**config.mk**
```make
export PLATFORM = sky130hd
export DESIGN_NAME = cola_vend_arb_flat
export DESIGN_NICKNAME = d
export VERILOG_FILES = /design/src/rtl/cola_vend_arb_pkg.sv /design/src/rtl/cola_vend_arb_if.sv /design/src/rtl/cola_vend_arb_lane_credit.sv /design/src/rtl/cola_vend_arb.sv /design/src/flat_wrapper.sv
export SDC_FILE = /design/constraint.sdc
export NUM_CORES = 1
export LEC_CHECK = 0
export ABC_AREA = 1
export CAP_MARGIN = 20
export CORE_ASPECT_RATIO = 1.1
export CORE_MARGIN = 3
export CORE_UTILIZATION = 50
export CTS_BUF_LIST = sky130_fd_sc_hd__clkbuf_4 sky130_fd_sc_hd__clkbuf_8
export DETAILED_ROUTE_END_ITERATION = 10
export GPL_ROUTABILITY_DRIVEN = 0
export PLACE_DENSITY = 0.74
export REMOVE_ABC_BUFFERS = 1
export SLEW_MARGIN = 20
export SYNTH_ARGS = -nofsm -noshare
export SYNTH_HDL_FRONTEND = slang
export SYNTH_SLANG_ARGS = --single-unit
```
**constraint.sdc**
```tcl
create_clock -name sys_clk -period 2.5 [get_ports sys_clk]
set_input_delay 0.625 -clock sys_clk [delete_from_list [all_inputs] [get_ports sys_clk]]
set_output_delay 0.625 -clock sys_clk [all_outputs]
set_load 0.05 [all_outputs]
```
**src/rtl/cola_vend_arb_pkg.sv**
```systemverilog
// Shared types and constants for the two-lane cola vending scheduler.
package vend_pkg;

  localparam int NUM_LANES = 2;
  localparam int CREDIT_W  = 3;
  localparam int WAIT_W    = 8;

  typedef enum logic [2:0] {
    IDLE = 3'b001,
    REQ  = 3'b010,
    DONE = 3'b100
  } arb_state_t;

  // Round-robin pick: on a tie the lane that was not served last wins.
  function automatic logic pick_lane(input logic [NUM_LANES-1:0] pending,
                                     input logic                 last);
    if (pending[0] && pending[1]) return ~last;
    else if (pending[1])          return 1'b1;
    else                          return 1'b0;
  endfunction

endpackage

```
**src/rtl/cola_vend_arb_if.sv**
```systemverilog
// Request/acknowledge handshake between the scheduler and the dispenser driver.
interface cola_vend_arb_if;

  logic disp_req;
  logic disp_lane;
  logic disp_ack;
  logic disp_err;

  modport master (output disp_req, output disp_lane, output disp_err, input disp_ack);
  modport slave  (input disp_req, input disp_lane, input disp_err, output disp_ack);

endinterface

```
**src/rtl/cola_vend_arb_lane_credit.sv**
```systemverilog
// Per-lane coin credit counter: saturates at PRICE, refunds coins into a full lane.
module lane_credit
  import vend_pkg::*;
#(
  parameter int PRICE = 3
) (
  input  logic                sys_clk,
  input  logic                sys_rst,
  input  logic                coin,
  input  logic                clr,
  output logic [CREDIT_W-1:0] credit,
  output logic                pending,
  output logic                refund
);

  localparam logic [CREDIT_W-1:0] FULL = CREDIT_W'(PRICE);

  // A clear from the arbiter beats a coin arriving in the same cycle; that coin is still refunded.
  always_ff @(posedge sys_clk) begin
    if (sys_rst) begin
      credit <= '0;
      refund <= 1'b0;
    end else begin
      refund <= coin && (credit == FULL);
      if (clr)
        credit <= '0;
      else if (coin && (credit != FULL))
        credit <= credit + CREDIT_W'(1);
    end
  end

  assign pending = (credit == FULL);

endmodule

```
**src/rtl/cola_vend_arb.sv**
```systemverilog
// Two-lane vending scheduler: round-robin arbiter sharing one dispenser with ack timeout.
module cola_vend_arb
  import vend_pkg::*;
#(
  parameter int PRICE   = 3,
  parameter int DISP_TO = 16
) (
  input  logic                 sys_clk,
  input  logic                 sys_rst,
  input  logic [NUM_LANES-1:0] pi_money,
  cola_vend_arb_if.master      disp,
  output logic [NUM_LANES-1:0] po_cola,
  output logic [NUM_LANES-1:0] po_refund,
  output logic [CREDIT_W-1:0]  credit0,
  output logic [CREDIT_W-1:0]  credit1
);

  localparam logic [WAIT_W-1:0] WAIT_LAST = WAIT_W'(DISP_TO - 1);

  arb_state_t           state_q, state_d;
  logic                 last_q, last_d;
  logic                 lane_q, lane_d;
  logic                 req_q, req_d;
  logic                 err_q, err_d;
  logic [NUM_LANES-1:0] cola_q, cola_d;
  logic [WAIT_W-1:0]    wait_q, wait_d;
  logic [NUM_LANES-1:0] clr;
  logic [NUM_LANES-1:0] pending;
  logic [NUM_LANES-1:0] refund;

  lane_credit #(.PRICE(PRICE)) u_lane0 (
    .sys_clk (sys_clk),
    .sys_rst (sys_rst),
    .coin    (pi_money[0]),
    .clr     (clr[0]),
    .credit  (credit0),
    .pending (pending[0]),
    .refund  (refund[0])
  );

  lane_credit #(.PRICE(PRICE)) u_lane1 (
    .sys_clk (sys_clk),
    .sys_rst (sys_rst),
    .coin    (pi_money[1]),
    .clr     (clr[1]),
    .credit  (credit1),
    .pending (pending[1]),
    .refund  (refund[1])
  );

  always_ff @(posedge sys_clk) begin
    if (sys_rst) begin
      state_q <= IDLE;
      last_q  <= 1'b1;
      lane_q  <= 1'b0;
      req_q   <= 1'b0;
      err_q   <= 1'b0;
      cola_q  <= '0;
      wait_q  <= '0;
    end else begin
      state_q <= state_d;
      last_q  <= last_d;
      lane_q  <= lane_d;
      req_q   <= req_d;
      err_q   <= err_d;
      cola_q  <= cola_d;
      wait_q  <= wait_d;
    end
  end

  // An ack on the timeout cycle counts as a successful vend, so it is tested first.
  always_comb begin
    state_d = state_q;
    last_d  = last_q;
    lane_d  = lane_q;
    req_d   = req_q;
    err_d   = 1'b0;
    cola_d  = '0;
    wait_d  = wait_q;
    clr     = '0;
    unique case (state_q)
      IDLE: begin
        if (|pending) begin
          lane_d  = pick_lane(pending, last_q);
          req_d   = 1'b1;
          wait_d  = '0;
          state_d = REQ;
        end
      end
      REQ: begin
        if (disp.disp_ack) begin
          req_d          = 1'b0;
          cola_d[lane_q] = 1'b1;
          clr[lane_q]    = 1'b1;
          last_d         = lane_q;
          state_d        = DONE;
        end else if (wait_q == WAIT_LAST) begin
          req_d   = 1'b0;
          err_d   = 1'b1;
          last_d  = lane_q;
          state_d = DONE;
        end else begin
          wait_d = wait_q + WAIT_W'(1);
        end
      end
      DONE: begin
        state_d = IDLE;
      end
      default: begin
        req_d   = 1'b0;
        state_d = IDLE;
      end
    endcase
  end

  assign disp.disp_req  = req_q;
  assign disp.disp_lane = lane_q;
  assign disp.disp_err  = err_q;
  assign po_cola        = cola_q;
  assign po_refund      = refund;

endmodule

```
**src/flat_wrapper.sv**
```systemverilog
// flat-port wrapper written by rule: the top's interface ports become plain ports
module cola_vend_arb_flat import vend_pkg::*;
#(
  parameter int PRICE   = 3,
  parameter int DISP_TO = 16
)
  (sys_clk, sys_rst, pi_money, po_cola, po_refund, credit0, credit1, disp_disp_req, disp_disp_lane, disp_disp_err, disp_disp_ack);
  cola_vend_arb_if disp_i ();
  input  logic sys_clk;
  input  logic sys_rst;
  input  logic [NUM_LANES-1:0] pi_money;
  output logic [NUM_LANES-1:0] po_cola;
  output logic [NUM_LANES-1:0] po_refund;
  output logic [CREDIT_W-1:0] credit0;
  output logic [CREDIT_W-1:0] credit1;
  output wire logic [$bits(disp_i.disp_req)-1:0] disp_disp_req;
  output wire logic [$bits(disp_i.disp_lane)-1:0] disp_disp_lane;
  output wire logic [$bits(disp_i.disp_err)-1:0] disp_disp_err;
  input wire logic [$bits(disp_i.disp_ack)-1:0] disp_disp_ack;
  assign disp_disp_req = disp_i.disp_req;
  assign disp_disp_lane = disp_i.disp_lane;
  assign disp_disp_err = disp_i.disp_err;
  assign disp_i.disp_ack = disp_disp_ack;
  cola_vend_arb #(.PRICE(PRICE), .DISP_TO(DISP_TO)) u_core (.sys_clk(sys_clk), .sys_rst(sys_rst), .pi_money(pi_money), .disp(disp_i), .po_cola(po_cola), .po_refund(po_refund), .credit0(credit0), .credit1(credit1));
endmodule
```
; Word-level counts from Yosys, hierarchy flattened
; Cells that the tools add are included.
[totals]
register_bits = 25
wordCells = 69
[classes]
n_addsub = 3
n_lt_le_gt_ge = 2
eq_ne = 12
muxes = 21
bitwise_logic = 3
reduce_logical = 17
[op_table]
columns = operator, count
row1 = $mux W8, 3
row2 = $pmux W8 S2, 1
row3 = $eq A3 B2 Y1 const B, 3
row4 = $mux W1, 9
row5 = $mux W3, 3
row6 = $ne A3 B2 Y1 const B, 3
row7 = $add A8 B1 Y8 const B, 1
row8 = $eq A8 B4 Y1 const B, 1
row9 = $add A3 B1 Y3 const B, 2
row10 = $logic_and A1 B1 Y1, 6
row11 = $pmux W3 S2, 1
row12 = $reduce_and A2 Y1, 3
row13 = $reduce_or A2 Y1, 3
row14 = $mux W2, 2
row15 = $ne A2 B2 Y1 const B, 2
row16 = $reduce_and A4 Y1, 1
row17 = $reduce_bool A2 Y1, 2
row18 = $eq A3 B1 Y1 const B, 1
row19 = $eq A3 B3 Y1 const B, 1
row20 = $not A1 Y1, 3
row21 = $pmux W1 S3, 1
row22 = $reduce_and A3 Y1, 1
row23 = $reduce_or A3 Y1, 1
row24 = $lt A1 B2 Y1 const B, 1
row25 = 3 further kinds, 3

; Longest topological paths before layout
[logic_depth]
word_depth = 7
mapped_depth = 9

; Hierarchy
; From an unflattened synthesis, not the netlist that was laid out.
[unflattened]
cells_unflattened = 179
area_unflattened_um2 = 1239.9
[by_module_without_submodules]
columns = mod, n_inst, cells_each, area_each_um2, seq_area_each_um2
row1 = cola_vend_arb, 1, 129, 872.1, 340.3
row2 = lane_credit, 2, 25, 183.9, 80.1

; Least setup slack after synthesis
; No wires, ideal clock.
[synth_timing]
kind = register -> register
from = register u_core.u_lane1.credit[0]
to = register u_core.wait_q[7]
setup_time_ps = 113
arrival_ps = 1548
t_required_ps = 2387
setup_slack_ps = 839
path_stages_with_launch = 10
path_buffers = 0
cell_sequence = dfxtp_1 ha_1 ha_1 inv_2 nand2_1 nand2_4 nand2_4 nand2_1 nand2_1 nor2_1
[synth_via]
elab_chain_cells = 4
[synth_lines]
columns = element, line_no
row1 = from (decl), cola_vend_arb_lane_credit.sv:11  ; output logic [CREDIT_W-1:0] credit,
row2 = from (signal assigned), cola_vend_arb_lane_credit.sv:28  ; credit <= credit + CREDIT_W'(1);
row3 = $eq A3 B2 Y1, cola_vend_arb_lane_credit.sv:32  ; assign pending = (credit == FULL);
row4 = $reduce_or A2 Y1, cola_vend_arb.sv:83  ; if (|pending) begin
row5 = $ne A2 B1 Y1 (no line), n/a
row6 = $reduce_and A4 Y1 (no line), n/a
row7 = to (signal assigned), cola_vend_arb.sv:67  ; wait_q <= wait_d;
row8 = to (decl), cola_vend_arb.sv:26  ; logic [WAIT_W-1:0] wait_q, wait_d;
; No other way between the ends.
; A chain may end at the register's enable or synchronous reset.

; Worst setup path after layout
[layout_timing]
from = register u_core.lane_q, in the netlist u_core.disp.disp_lane
to = output disp_disp_lane
[layout_rtl]
columns = element, line_no
row1 = from (decl), cola_vend_arb.sv:22  ; logic lane_q, lane_d;
row2 = from (signal assigned), cola_vend_arb.sv:63  ; lane_q <= lane_d;
row3 = to (decl), flat_wrapper.sv:17  ; output wire logic [$bits(disp_i.disp_lane)-1:0] disp_disp_lane;
; No word-level cell between the ends.

==> flow_metrics.py <==
metrics = {
    "run_status": {
        "run_status": "finished clean",
    },
    "setup_path": {
        "cp.arrival_ps": 1590,
        "crit_family": "buffers and inverters",
        "worst_r2r_endpoint": "u_core.wait_q[6]$_SDFFE_PP0P_",
        "cpPeakStageDelay_ps": 840,
        "worst_r2r_startpoint": "u_core.wait_q[0]$_SDFFE_PP0P_",
        "critical_path.endpoint_type": "primary output",
        "required_ps": 1880,
        "crit_chain": "clkdlybuf4s50_1",
        "worstRegToRegCells": 9,
        "crit_buf_inv": 1,
        "reg2reg_setup_slack_ps": 1000,
        "timing_worst_setup_path_type": "register to primary output",
        "worstSetupStartpointType": "register",
        "library_cell_contributing_the_largest_single_delay_on_the_critical_path": "clkdlybuf4s50_1",
        "path_max_fanout": 6,
    },
    "power": {
        "power-per-cell-area_nw_per_um2": 520,
        "net-switching-power_w": 0.000219,
        "power_frac_clock_pct": 25.9,
        "power.static_leakage_nw": 0.535,
        "post-layout-total-power_w": 0.000751,
        "cellInternalPower_w": 0.000532,
        "seq_power_share_pct": 56.9,
        "power.switching_fraction_pct": 29.1,
        "power.share.combinational_pct": 17.3,
        "vdd.ir_drop.worst_uv": 499,
    },
    "layout": {
        "layout.cells.most_common_list": "nand2_1, dfxtp_1, nor2_1, nand3_1, clkdlybuf4s50_1",
        "mostFrequentLayoutCell": "nand2_1",
        "postLayoutCellArea_um2": 1440,
        "antenna_cells": 0,
        "drive_above_1_share_pct": 10.4,
        "seq_area_um2": 500,
        "fillers": 218,
        "nNetsFinal": 193,
        "multi_input_area_um2": 631,
        "areaGrowthSynthToFinish_pct": 18.6,
    },
    "global_routing": {
        "via_count_of_the_first_global_routing_pass": 1106,
        "grt_max_degree": 14,
        "grt.met2_usage_pct": 34.2,
        "antenna_found_initial": 0,
        "grt_pass1_wl_mm": 4.61,
        "groute.usage.overall_pct": 20.1,
        "top_usage_layer": "met2",
        "grt_use_met1_pct": 23.9,
        "fraction_of_met3_tracks_used_by_global_routing_pct": 4.11,
        "global_route.overflow_total": 0,
    },
    "sta": {
        "hold_violations": 0,
        "slew_violations": 0,
        "timing.final.crit_period_ps": 2220,
        "slew_headroom_pct": 66.3,
        "min_period_over_period_pct": 88.7,
        "totalNegativeSetupSlack_ps": 0,
        "setup_repair_after_global_routing_missed_its_margin": "no",
        "maxClockFrequency_mhz": 451,
        "fin_worst_skew_ps": 4.15,
        "max_slew.worst_pin.slew_ps": 503,
        "setup_viol_count_final": 0,
    },
    "synth": {
        "ys_types": 26,
        "ff_latch_count_synth": 25,
        "synth.yosys.seq_area_share_pct": 41.1,
        "yosysWarningCount": 0,
        "netlist_area_before_placement_um2": 1220,
        "syn_avg_cell_area_um2": 7.47,
        "postSynthCellCount": 163,
    },
    "floorplan": {
        "die_width_um": 53.0,
        "initial_core_util_pct": 53.5,
        "dieArea_um2": 3060,
        "pin_count": 18,
        "die_height_um": 57.8,
        "core_region_um2": 2270,
        "placement_rows": 18,
    },
    "hold_path": {
        "worstHoldPathType": "register to register",
        "hold_path_end": "u_core.disp.disp_req$_SDFFE_PP0P_",
        "hold_start": "u_core.disp.disp_req$_SDFFE_PP0P_",
        "whs_path_depth": 2,
    },
    "clocking": {
        "cts_buffer_count": 3,
        "post_cts.resized_instances": 0,
        "hold_fix_buffers_at_cts": 0,
        "clock_tree_from_tritoncts": "done",
        "post_cts_setup_buffer_count": 0,
        "clock_tree.root_cell": "clkbuf_4",
        "htree_num_levels": 1,
        "clock_pin_slew_of_the_registers_on_the_worst_case_setup_and_hold_paths_ps": 130,
        "clock_tree.buffer_depth": 2,
        "cts.sinks": 25,
        "clock_insertion_delay_worst_skew_ps": 320,
    },
    "drt": {
        "antenna_left": 0,
        "drt-total-wl_mm": 2.52,
        "drtPass1Iterations": 5,
        "drt_first_iter_violations": 34,
        "vias": 1115,
        "drc": 0,
        "vias_per_cell": 5.26,
        "wl_per_cell_um": 11.9,
    },
    "placement": {
        "post-dp-hpwl_mm": 1.88,
        "placed_area_um2": 1410,
        "io_buffer_count": 17,
    },
    "job": {
        "timing.max_cap.violations": 0,
    },
}
through the flow:
stage | cells | hold slack (ps) | worst slack [ps] | util (%)
after floorplan | 160 | 450 | 839 | -
after global placement | 208 | 451 | 663 | 62.2
after detailed placement | 208 | 467 | 663 | 62.2
after CTS | 212 | 488 | 277 | 63.5
after global routing | 212 | 520 | 218 | 63.5
final | 212 | 483 | 282 | 63.5
logic make-up (layout without fill, tap and decap cells):
| kind of cell | after synthesis | after routing | synth area share, % |
|---|---|---|---|
| simple gates | 91 | 91 | 37.0 |
| compound gates | 19 | 19 | 8.22 |
| fa+ha+maj | 5 | 5 | 5.14 |
| buf+inv | 21 | 40 | 7.09 |
| flops | 25 | 25 | 41.1 |
| xor+xnor | 2 | 2 | 1.44 |
state kept, by name (all words and copies together), names as in the netlist, 2 cells and up:
register,count
u_core.wait_q,8
u_core.u_lane0.credit,3
u_core.state_q,3
u_core.u_lane1.credit,3
u_core.po_cola,2
routing by layer:
metal  wire length, um  up-vias  share of wire [%]
met5                 0        -                  0
met4                52        0                2.1
met3                71        5                2.8
met2              1260       25                 50
met1              1130      516                 45
li1                  -      569                  -
how the worst max path moves through the flow:
stage | start | endpoint | slack, ps | depth (start not counted)
global placement | u_core.disp.disp_lane$_SDFFE_PP0P_ | disp_disp_lane | 660 | 1
global route | u_core.disp.disp_lane$_SDFFE_PP0P_ | disp_disp_lane | 220 | 1
detailed placement | u_core.disp.disp_lane$_SDFFE_PP0P_ | disp_disp_lane | 660 | 1
CTS | u_core.disp.disp_lane$_SDFFE_PP0P_ | disp_disp_lane | 280 | 1
finish | u_core.disp.disp_lane$_SDFFE_PP0P_ | disp_disp_lane | 280 | 1
floorplan | u_core.u_lane1.credit[0]$_SDFFE_PP0P_ | u_core.wait_q[7]$_SDFFE_PP0P_ | 840 | 9
synthesized netlist by cell type:
library cell | n | area [um^2]
nand3_2 | 1 | 10.0
o211ai_1 | 1 | 7.51
nor3_1 | 4 | 20.0
dfxtp_1 | 25 | 500
o21bai_1 | 1 | 7.51
nand2_1 | 37 | 139
nor4_1 | 1 | 6.26
nand4_1 | 2 | 12.5
clkinv_1 | 1 | 3.75
inv_2 | 6 | 22.5
or2_1 | 2 | 12.5
nand2_2 | 1 | 6.26
nand3_1 | 18 | 90.1
o21ai_0 | 1 | 5.00
nor2_4 | 2 | 22.5
buf_4 | 2 | 15.0
a21oi_1 | 14 | 70.1
ha_1 | 5 | 62.6
o21ai_1 | 2 | 10.0
nand2_8 | 1 | 20.0
nor2_1 | 19 | 71.3
nand2_4 | 2 | 22.5
inv_1 | 11 | 41.3
nand3_4 | 1 | 17.5
xor2_1 | 2 | 17.5
clkbuf_1 | 1 | 3.75
tightest hold or removal path: cells and delay by family (launching register included):
family / cells / cell delay [ps]
AO/OA/AOI/OAI: 1 / 50
flip-flops: 1 / 340
AND/OR/NAND/NOR: 1 / 60
final cells by class:
| cell class | instances | share of cell area (%) |
|---|---|---|
| clock buffers | 4 | 2.08 |
| repair buffers | 18 | 12.3 |
| flip-flops and latches | 25 | 34.7 |
| well taps | 30 | 2.60 |
| inverters | 18 | 4.68 |
| multi-input cells | 117 | 43.7 |
power by group through the flow:
stage                      logic, W  registers (W)  clock network [W]
after floorplan           0.0000553       0.000466                  0
after global placement     0.000127       0.000435                  0
after detailed placement   0.000130       0.000436                  0
after CTS                  0.000130       0.000428           0.000199
after global routing       0.000143       0.000430           0.000221
final                      0.000130       0.000427           0.000194
(Power assumes the default switching activity.)
